===== src/rtl/div_pkg.sv =====
// Shared types and defaults for the sequential divider.
package div_pkg;

    typedef enum logic [1:0] {
        IDLE = 2'd0,
        RUN  = 2'd1,
        DONE = 2'd2
    } div_state_t;

    localparam int DIV_WIDTH_DEFAULT = 8;

endpackage


===== src/rtl/en_reg.sv =====
// WIDTH-bit register with load enable and synchronous active-low reset.
module en_reg #(
    parameter int WIDTH = 8
) (
    input  logic             clk,
    input  logic             rst_n,
    input  logic             en_i,
    input  logic [WIDTH-1:0] d_i,
    output logic [WIDTH-1:0] q_o
);

    logic [WIDTH-1:0] data_q;

    // Storage: clear on reset, load when enabled, otherwise hold.
    always_ff @(posedge clk) begin
        if (!rst_n) begin
            data_q <= {WIDTH{1'b0}};
        end else if (en_i) begin
            data_q <= d_i;
        end else begin
            data_q <= data_q;
        end
    end

    assign q_o = data_q;

endmodule


===== src/rtl/seq_divider.sv =====
// Unsigned divider by repeated subtraction, one subtraction per clock,
// with valid/ready handshakes on operands and result.
module seq_divider
    import div_pkg::*;
#(
    parameter int WIDTH = DIV_WIDTH_DEFAULT
) (
    input  logic             clk,
    input  logic             reset,
    input  logic             in_valid,
    output logic             in_ready,
    input  logic [WIDTH-1:0] dividend,
    input  logic [WIDTH-1:0] divisor,
    output logic             out_valid,
    input  logic             out_ready,
    output logic [WIDTH-1:0] quotient,
    output logic [WIDTH-1:0] remainder,
    output logic             div_by_zero,
    output logic             busy
);

    div_state_t       state_q, state_d;
    logic [WIDTH-1:0] quot_q, quot_d;
    logic [WIDTH-1:0] rem_q, rem_d;
    logic             dbz_q, dbz_d;
    logic [WIDTH-1:0] div_q;
    logic             accept_s;

    assign accept_s = (state_q == IDLE) && in_valid;

    en_reg #(
        .WIDTH (WIDTH)
    ) u_divisor_reg (
        .clk   (clk),
        .rst_n (reset),
        .en_i  (accept_s),
        .d_i   (divisor),
        .q_o   (div_q)
    );

    // State and result registers.
    always_ff @(posedge clk) begin
        if (!reset) begin
            state_q <= IDLE;
            quot_q  <= {WIDTH{1'b0}};
            rem_q   <= {WIDTH{1'b0}};
            dbz_q   <= 1'b0;
        end else begin
            state_q <= state_d;
            quot_q  <= quot_d;
            rem_q   <= rem_d;
            dbz_q   <= dbz_d;
        end
    end

    // Next-state and datapath update; results hold unless explicitly changed.
    always_comb begin
        state_d = state_q;
        quot_d  = quot_q;
        rem_d   = rem_q;
        dbz_d   = dbz_q;
        case (state_q)
            IDLE: begin
                if (in_valid) begin
                    rem_d = dividend;
                    if (divisor == {WIDTH{1'b0}}) begin
                        dbz_d   = 1'b1;
                        quot_d  = {WIDTH{1'b1}};
                        state_d = DONE;
                    end else begin
                        dbz_d   = 1'b0;
                        quot_d  = {WIDTH{1'b0}};
                        state_d = RUN;
                    end
                end else begin
                    state_d = IDLE;
                end
            end
            RUN: begin
                // The compare guarantees the subtraction cannot underflow.
                if (rem_q >= div_q) begin
                    rem_d  = rem_q - div_q;
                    quot_d = quot_q + {{(WIDTH-1){1'b0}}, 1'b1};
                end else begin
                    state_d = DONE;
                end
            end
            DONE: begin
                if (out_ready) begin
                    state_d = IDLE;
                end else begin
                    state_d = DONE;
                end
            end
            default: begin
                state_d = IDLE;
            end
        endcase
    end

    assign in_ready    = (state_q == IDLE);
    assign out_valid   = (state_q == DONE);
    assign busy        = (state_q == RUN) || (state_q == DONE);
    assign quotient    = quot_q;
    assign remainder   = rem_q;
    assign div_by_zero = dbz_q;

endmodule


===== config.mk =====
export PLATFORM = sky130hd
export DESIGN_NAME = seq_divider
export DESIGN_NICKNAME = d
export VERILOG_FILES = /design/src/rtl/div_pkg.sv /design/src/rtl/en_reg.sv /design/src/rtl/seq_divider.sv
export SDC_FILE = /design/constraint.sdc
export NUM_CORES = 1
export LEC_CHECK = 0
export ABC_AREA = 1
export CAP_MARGIN = 5
export CORE_AREA = 10 10 74 76
export DETAILED_ROUTE_END_ITERATION = 8
export DIE_AREA = 0 0 84 86
export PLACE_DENSITY_LB_ADDON = 0.3
export SYNTH_ARGS = -nofsm -noshare
export SYNTH_HDL_FRONTEND = slang
export SYNTH_SLANG_ARGS = --single-unit

===== constraint.sdc =====
create_clock -name clk -period 2 [get_ports clk]
set_clock_uncertainty 0.2 [all_clocks]
set_input_delay 0.4 -clock clk [delete_from_list [all_inputs] [get_ports clk]]
set_output_delay 0.4 -clock clk [all_outputs]
set_load 0.1 [all_outputs]

==> reports/metrics.yaml <==
cts_tree: "done"
ys_warn_count: 0
htreeDepth: 1
fin_hold_ws_ns: 0.2801
die_h_um: 86
worstPathRequired_ns: 2.01
fp.dieW_um: 84
synthFlopType: "dfxtp_1"
multiInputGateArea_mm2: 0.001142
nets: 351
core_area_mm2: 0.003971
dp_slack_ns: -0.1158
finalMaxSlewViolations: 0
grt_pass1_vias: 1846
via_per_inst: 5.049
placed_cell_area_mm2: 0.002532
ys_ff_latch: 27
violations: "setup timing"
area_growth_pct: 55.57
clk_latency_ns: 0.27
grtUsageTotal: 0.1324
grt_max_degree: 18
fill_cells: 312
synth_top_cell_by_area: "dfxtp_1"
min_period_ns: 2.099
clkSinkCount: 27
path_clk_slew_ns: 0.09
async_flop_share: 0
post-route-worst-setup-slack_ns: -0.09898
dpl.hpwl_um: 3790
setup_viol: 16
crit_path_max_fanout: 5
netlist_instances: 262
synth_edf_count: 0
wl_um: 4883
worst_setup_path_end_kind: "flop"
highest_layer: "met4"
io_pins: 40
synth_most_common_cell: "nand2_1"
synth_area_mm2: 0.001740
finalInstanceArea_mm2: 0.002708
cap_violations: 0
hold_buffers: 0
period_share: 1.049
root_buffer: "clkbuf_8"
initial_utilization: 0.4382
cts_buffer_depth: 2
status: "finished, violations left"
final_hold_viol_count: 0
yosys-top-cells-count: "62 x nand2_1, 41 x nor2_1, 28 x inv_1"
grt-ovfl-total: 0
tightest_slew_ns: 0.3572
setup.worst_path.class: "flop to flop"
wire_per_inst_um: 13.34
place.gp.congestion: 0.8224
seqCellArea_um2: 568.0
antenna_found_initial: 0
hp-class: "flop to flop"
io_buffers: 39
max-slew-margin-rel: 0.7616
first_pass_iters: 4
die_area_mm2: 0.007224
drt_iter0_drc: 80
yosysSeqAreaShare: 0.3106
grt_pass1_wl_um: 8245
rsz0062_at_grt: "yes"
antenna_cells: 0
synth.distinct_cells: 29
cts_made_buffers: 3
synth.avg_cell_area_um2: 6.643
std_cell_rows: 23
synth_area_leaders: "dfxtp_1 31%, nand2_1 13%, ha_1 9.3%"
cp-start-kind: "flop"
arrival_ns: 2.11
syn_nets: 296
fmax_mhz: 476.4
final_layout_size_suffix_gt1_frac: 0.2658
ant_nets: 0
synth_top_cell_area_share: 0.3106
vias: 1848
wl_met1_um: 2148
r2r_slack_ns: -0.1
met3WireLength_um: 342
wl_met2_um: 2331
drcViolationCount: 0
[final timing paths]
kind,from,endpoint,depth (start not counted)
max,remainder[0]$_SDFFE_PN0P_,remainder[1]$_SDFFE_PN0P_,14
min reg2reg,u_divisor_reg.q_o[6]$_SDFFE_PN0P_,u_divisor_reg.q_o[6]$_SDFFE_PN0P_,2
min,u_divisor_reg.q_o[6]$_SDFFE_PN0P_,u_divisor_reg.q_o[6]$_SDFFE_PN0P_,2
max reg2reg,remainder[0]$_SDFFE_PN0P_,remainder[1]$_SDFFE_PN0P_,14
[cell families after synthesis]
logic type,count (synthesis),synth area share
DFF,27,0.3106
and+or+nand+nor,129,0.3214
xor gates and xnor gates,2,0.01007
adders and majority gates,14,0.1050
buffers and inverters,37,0.09058
AOI/OAI and AO/OA,53,0.1625
[metrics by stage]
| step | instances | utilization | setup TNS [ns] |
|---|---|---|---|
| CTS | 363 | 0.6537 | -0.6330 |
| detailed placement | 359 | 0.6377 | -1.266 |
| finish | 366 | 0.6818 | -1.203 |
| global placement | 359 | 0.6377 | -0.1662 |
| global route | 366 | 0.6818 | -2.963 |
| floorplan | 262 | - | -1.993 |
[layout make-up]
class                           count  share of cell area
Clock buffer                        3             0.01525
Clock inverter                      1            0.001848
Inverter                           30             0.04621
Multi-Input combinational cell    198              0.4219
Sequential cell                    27              0.2098
Tap cell                           50             0.02311
Timing Repair Buffer               57              0.2819
[flip-flops by register name, indices dropped and copies added, names as in the netlist]
name,cells
u_divisor_reg.q_o,8
div_by_zero,1
quotient,8
remainder,8
state_q,2
[worst max-delay path, cell delays in order (launching register included)]
cell and delay (ns):
dfxtp_4 0.36, inv_4 0.05, ha_4 0.12, inv_4 0.03, fa_2 0.38, nand2_2 0.08
nand2_2 0.06, nand2_2 0.07, nand2_2 0.06, nand2_4 0.07, nand3_4 0.09, nand2_8 0.14
clkbuf_16 0.14, o21ai_1 0.06, nor2_1 0.10
[what timing repair did]
item / CTS / global route
cloned: 0 / 1
pin swaps: 3 / 17
setup buffers: 0 / 2
endpoints found under the setup margin: 18 / 18
gates resized for setup: 9 / 23
[cell usage in the layout (no fill, tap or decap), types with 3 or more instances in the layout]
master           count
inv_1               26
buf_4               14
buf_12              21
o21ai_1              5
dfxtp_4              5
nand2_2              7
a21oi_1             18
o21ai_0             20
dfxtp_2              7
nand2_1             56
clkdlybuf4s50_1     19
a21oi_2              4
clkbuf_8             3
nor2_1              40
nand3_1             11
dfxtp_1             15
ha_1                11
[routing by layer]
metal,track usage,vias to the layer above
li1,-,952
met2,0.2279,47
met5,0,-
met3,0.03500,9
met4,0.04110,0
met1,0.1564,840
Power is left out: the tool's default activity adds up to more than one toggle a clock period on the data nets, which glitch-free logic cannot reach.
